[config.mk]
export PLATFORM = sky130hd
export DESIGN_NAME = spectral_scaler
export DESIGN_NICKNAME = d
export VERILOG_FILES = /design/src/rtl/spectral_scaler.sv
export SDC_FILE = /design/constraint.sdc
export NUM_CORES = 1
export LEC_CHECK = 0
export ABC_AREA = 1
export BUFFER_PORTS_ARGS = -buffer_cell sky130_fd_sc_hd__buf_2
export CORE_MARGIN = 2
export CORE_UTILIZATION = 55
export CTS_BUF_LIST = sky130_fd_sc_hd__clkbuf_2
export DETAILED_ROUTE_END_ITERATION = 16
export PLACE_DENSITY = 0.76
export SLEW_MARGIN = 20
export SYNTH_ARGS = -nofsm -noshare
export SYNTH_HDL_FRONTEND = slang
export SYNTH_SLANG_ARGS = --single-unit
[constraint.sdc]
create_clock -name clk -period 13.6 [get_ports clk]
set_input_delay 2.04 -clock clk [delete_from_list [all_inputs] [get_ports clk]]
set_output_delay 2.04 -clock clk [all_outputs]
set_load 0.03 [all_outputs]
[src/rtl/spectral_scaler.sv]
// Spectral pitch scaler: clears the output spectrum, then remaps bin k of the
// selected ping-pong buffer to bin (k*scale)>>8, scaling the phase by the same factor.
module spectral_scaler (
   input  logic        clk,
   input  logic        rst_n,
   input  logic        go_in,
   input  logic        cur_buf,
   input  logic [11:0] scale,
   output logic [11:0] mag_buf_0_addr,
   input  logic [15:0] mag_buf_0_data,
   output logic [11:0] phase_buf_0_addr,
   input  logic [15:0] phase_buf_0_data,
   output logic [11:0] mag_buf_1_addr,
   input  logic [15:0] mag_buf_1_data,
   output logic [11:0] phase_buf_1_addr,
   input  logic [15:0] phase_buf_1_data,
   output logic [11:0] out_mag_addr,
   output logic [15:0] out_mag_data,
   output logic        out_mag_wren,
   output logic [11:0] out_phase_addr,
   output logic [15:0] out_phase_data,
   output logic        out_phase_wren,
   output logic        busy,
   output logic        go_out
);

   typedef enum logic [2:0] {IDLE, CLEAR, SCAN, DRAIN, DONE} state_t;

   state_t      state, state_nxt;
   logic [10:0] cnt, cnt_nxt;
   logic        sel;
   logic [11:0] scl;

   // Read-side stage: marks the cycle in which RAM data for bin rd_k is valid.
   logic        rd_vld;
   logic [10:0] rd_k;
   logic [15:0] rd_mag, rd_phase;

   // Write-side stage: remapped bin and scaled values ready to drive out.
   logic        wr_vld;
   logic [14:0] wr_j;
   logic [15:0] wr_mag, wr_phase;
   logic        scan_wren;

   assign rd_mag    = sel ? mag_buf_1_data   : mag_buf_0_data;
   assign rd_phase  = sel ? phase_buf_1_data : phase_buf_0_data;
   assign scan_wren = wr_vld && (wr_j[14:11] == 4'd0);

   // State and phase counter register.
   always_ff @(posedge clk or negedge rst_n) begin
      if (!rst_n) begin
         state <= IDLE;
         cnt   <= '0;
      end else begin
         state <= state_nxt;
         cnt   <= cnt_nxt;
      end
   end

   // Next-state logic; the 11-bit counter wraps to 0 at the end of CLEAR and SCAN.
   always_comb begin
      state_nxt = state;
      cnt_nxt   = cnt;
      case (state)
         IDLE: begin
            if (go_in) begin
               state_nxt = CLEAR;
               cnt_nxt   = '0;
            end
         end
         CLEAR: begin
            cnt_nxt = cnt + 11'd1;
            if (cnt == 11'd2047) state_nxt = SCAN;
         end
         SCAN: begin
            cnt_nxt = cnt + 11'd1;
            if (cnt == 11'd2047) state_nxt = DRAIN;
         end
         DRAIN: begin
            cnt_nxt = cnt + 11'd1;
            if (cnt == 11'd1) begin
               state_nxt = DONE;
               cnt_nxt   = '0;
            end
         end
         DONE:    state_nxt = IDLE;
         default: state_nxt = IDLE;
      endcase
   end

   // Frame parameters and handshake flags, latched when a frame is accepted.
   always_ff @(posedge clk or negedge rst_n) begin
      if (!rst_n) begin
         sel    <= 1'b0;
         scl    <= '0;
         busy   <= 1'b0;
         go_out <= 1'b0;
      end else if (state == IDLE && go_in) begin
         sel    <= cur_buf;
         scl    <= scale;
         busy   <= 1'b1;
         go_out <= 1'b0;
      end else if (state == DONE) begin
         busy   <= 1'b0;
         go_out <= 1'b1;
      end
   end

   // Two-stage remap pipeline; phase product is signed x unsigned, wrapping mod 2^16.
   always_ff @(posedge clk or negedge rst_n) begin
      if (!rst_n) begin
         rd_vld   <= 1'b0;
         rd_k     <= '0;
         wr_vld   <= 1'b0;
         wr_j     <= '0;
         wr_mag   <= '0;
         wr_phase <= '0;
      end else begin
         rd_vld   <= (state == SCAN);
         rd_k     <= cnt;
         wr_vld   <= rd_vld;
         wr_j     <= 15'(({12'd0, rd_k} * {11'd0, scl}) >> 8);
         wr_mag   <= rd_mag;
         wr_phase <= 16'(({{13{rd_phase[15]}}, rd_phase} * {17'd0, scl}) >> 8);
      end
   end

   // Read addresses go only to the selected buffer during SCAN; writes come from CLEAR or the pipeline.
   always_comb begin
      mag_buf_0_addr   = '0;
      phase_buf_0_addr = '0;
      mag_buf_1_addr   = '0;
      phase_buf_1_addr = '0;
      out_mag_addr     = '0;
      out_mag_data     = '0;
      out_mag_wren     = 1'b0;
      out_phase_addr   = '0;
      out_phase_data   = '0;
      out_phase_wren   = 1'b0;
      if (state == SCAN) begin
         if (sel) begin
            mag_buf_1_addr   = {1'b0, cnt};
            phase_buf_1_addr = {1'b0, cnt};
         end else begin
            mag_buf_0_addr   = {1'b0, cnt};
            phase_buf_0_addr = {1'b0, cnt};
         end
      end
      if (state == CLEAR) begin
         out_mag_addr   = {1'b0, cnt};
         out_phase_addr = {1'b0, cnt};
         out_mag_wren   = 1'b1;
         out_phase_wren = 1'b1;
      end else if (scan_wren) begin
         out_mag_addr   = wr_j[11:0];
         out_phase_addr = wr_j[11:0];
         out_mag_data   = wr_mag;
         out_phase_data = wr_phase;
         out_mag_wren   = 1'b1;
         out_phase_wren = 1'b1;
      end
   end

endmodule

==> flow_metrics.env <==
export IMPL_status="complete, no violations"
export IMPL_wirelength_mm=37.8
export IMPL_cts_tree="done"
export IMPL_area_growth_pct=6.64
export IMPL_synth_seq_area_share_pct=14.9
export IMPL_synth_ff_type="dfrtp_1"
export IMPL_crit_path_start_kind="input pin"
export IMPL_post_dp_hpwl_mm=31.3
export IMPL_power_uw=2750
export IMPL_routed_via_density=5.20
export IMPL_p_comb_share_pct=82.2
export IMPL_cts_sinks=89
export IMPL_grt_pass1_wl_mm=63.4
export IMPL_port_buffers=181
export IMPL_ys_async_sr_fraction_pct=100
export IMPL_path_clk_slew_ns=0.30
export IMPL_maxSlewViolCount=0
export IMPL_dieArea_um2=28500
export IMPL_fillCellCount=2419
export IMPL_synth_warnings=0
export IMPL_synth_cell_types=43
export IMPL_placementRows=60
export IMPL_antenna_left=0
export IMPL_clock_latency_ns=0.65
export IMPL_grt_max_degree=72
export IMPL_layout_commonest_cell="nand2_1"
export IMPL_stdcell_count=2416
export IMPL_io_pins=188
export IMPL_drv_cap=0
export IMPL_final_nets=2499
export IMPL_timing_fmax_ghz=0.156
export IMPL_place_gp_congestion=0.981
export IMPL_rsz0062_at_grt="no"
export IMPL_drive_gt1_share_pct=12.6
export IMPL_vdd_drop_max_uv=155
export IMPL_crit_path_frequent_cell="inv_1"
export IMPL_syn_inst=1965
export IMPL_avgSynthCellArea_um2=7.60
export IMPL_power_frac_seq_pct=12.3
export IMPL_grt_pass1_vias=13000
export IMPL_wl_per_cell_um=15.7
export IMPL_hold_buffers=0
export IMPL_synth_area_um2=14900
export IMPL_initial_core_util_pct=55.7
export IMPL_dr_pass1_iters=5
export IMPL_relSlewSlack_pct=21.7
export IMPL_drtIter0Drc=971
export IMPL_cts_resized=0
export IMPL_worstHoldPathType="flop to flop"
export IMPL_cts_buffers_inserted=9
export IMPL_drc=0
export IMPL_synth_edf_count=0
export IMPL_setup_tns_ns=0
export IMPL_post_cts_setup_buffers=0
export IMPL_critical_path_required_ns=14.16
export IMPL_dp_cells=2400
export IMPL_die_width_um=169
export IMPL_post_route_period_util_pct=47.1
export IMPL_finalSetupViolations=0
export IMPL_path_buf_inv=8
export IMPL_crit_family="adder cells"
export IMPL_crit_fanout=7
export IMPL_cts_max_path_buffers=2
export IMPL_grt_overflow=0
export IMPL_finalHoldViolCount=0
export IMPL_p_switching_uw=1540
export IMPL_crit_path_end_kind="flop"
export IMPL_grt_usage_pct=27.9
export IMPL_fin_crit_ns=6.40
export IMPL_crit_chain="buf_2 > inv_1 > nand2_1 > o21ai_0 > nor2_1 > inv_1 > fa_1 > fa_1 > fa_1 > inv_1 > fa_1 > inv_1 > fa_1 > inv_1 > ha_1 > inv_1 > o21bai_1 > nand3_1 > nand3_1 > nor2_1 > nand2_1 > inv_1 > nand2_1 > nand2_1"
export IMPL_antenna_found_initial=0
export IMPL_worst_slew_pin_slew_ns=1.17
export IMPL_via_count=12600
export IMPL_max_stage_delay_ns=0.58
export IMPL_power_switching_share_pct=56.2
export IMPL_core_area_um2=26800
export IMPL_critPathArrivalTime_ns=6.97
export IMPL_p_per_area_nw_per_um2=173
export IMPL_p_clk_share_pct=5.5
export IMPL_antennaDiodeCount=0
export IMPL_clock_skew_ns=0.0514
export IMPL_clockRootBuffer="clkbuf_2"
export IMPL_die_h_um=169
export IMPL_ys_ff_latch=89
export IMPL_power_leakage_uw=0.00978
export IMPL_crit_type="input pin to flop"
export IMPL_internal_power_uw=1200
export IMPL_layout_common_cells="483 x nand2_1, 471 x inv_1, 237 x fa_1"
export IMPL_slowest_stage="fa_1"
export IMPL_htree_num_levels=3
## worst register-to-register path, cell delays in order, from the launching register on
cell     delay, ns
dfrtp_2       0.77
buf_4         0.36
inv_8         0.16
or2_2         0.32
o21ai_2       0.15
nor2_1        0.11
fa_1          0.61
inv_1         0.07
fa_1          0.49
inv_1         0.06
fa_1          0.48
fa_1          0.55
inv_1         0.05
fa_1          0.48
inv_1         0.04
ha_1          0.34
a21oi_1       0.23
o21ai_0       0.16
a21oi_1       0.29
nor2_1        0.08
nor2_1        0.10
nand2_1       0.07
nand3_1       0.08
nand2_1       0.05
## flip-flops by register name, indices dropped and copies added, names as in the netlist, 3 cells and up
name,cells
scl,12
wr_mag,16
rd_k,11
wr_j,15
wr_phase,16
state,3
cnt,11
## layer usage
metal	global-route usage, %	up-vias	wire [um]
met4	10.0	0	1510
met2	48.7	460	18600
met1	35.6	6106	15200
li1	-	5908	-
met5	0	-	0
met3	4.14	96	2470
## synth_stat cells (11+ instances only)
cell type  instances  area, um2
nor2_1           209        785
nand2_1          483       1810
fa_1             237       4740
clkbuf_1          48        180
o22ai_1           11       68.8
xor2_1            18        158
ha_1             112       1400
o21ai_0           21        105
nand4_1           16        100
nand3_1           48        240
nand2_2           18        113
buf_4             40        300
dfrtp_1           89       2230
inv_1            471       1770
a21oi_1           54        270
## per-stage QoR
stage | cell area, um2 | setup slack, ns | util, % | hold slack [ns]
after floorplan | 15000 | 7.16 | - | 0.331
after global placement | 15800 | 6.58 | 59.0 | 0.411
after detailed placement | 15800 | 6.55 | 59.0 | 0.419
after CTS | 15900 | 7.27 | 59.4 | 0.477
after global routing | 15900 | 6.94 | 59.4 | 0.474
final | 15900 | 7.20 | 59.4 | 0.476
## logic make-up after synthesis
| group | Yosys count | share of synthesized area, % |
|---|---|---|
| DFF | 89 | 14.9 |
| other | 1 | 0.0251 |
| AOI/OAI and AO/OA | 114 | 4.54 |
| xor gates and xnor gates | 24 | 1.41 |
| buffers and inverters | 577 | 15.7 |
| adders and majority gates | 349 | 41.2 |
| and+or+nand+nor | 811 | 22.3 |
## power by group through the flow
| stage | Combinational [uW] | Sequential, uW | Clock, uW |
|---|---|---|---|
| after global routing | 2570 | 341 | 167 |
| after floorplan | 1700 | 338 | 0 |
| after global placement | 2210 | 343 | 0 |
| final | 2260 | 338 | 152 |
| after detailed placement | 2240 | 344 | 0 |
| after CTS | 2250 | 339 | 156 |
## path summary, 6_finish.rpt
kind | from | cells past startpoint | to | slack [ns]
setup reg to reg | sel | 23 | wr_phase[15] | 7.45
max in group asynchronous | rst_n | 2 | sel | 11.11
min in group asynchronous | rst_n | 1 | scl[1] | 1.22
setup / recovery | phase_buf_1_data[15] | 24 | wr_phase[15] | 7.20
hold reg to reg | cnt[3] | 0 | rd_k[3] | 0.48
hold / removal | cnt[3] | 0 | rd_k[3] | 0.48
## final cells by class
type | count | area (um2) | share of cell area, %
inverters | 478 | 1800 | 11.3
well taps | 341 | 427 | 2.68
clock inverters | 7 | 76.3 | 0.479
repair buffers | 188 | 961 | 6.03
clock buffers | 9 | 45.0 | 0.283
flip-flops and latches | 89 | 2230 | 14.0
multi-input cells | 1304 | 10400 | 65.2
No activity file was read; power rests on OpenSTA's default activity.
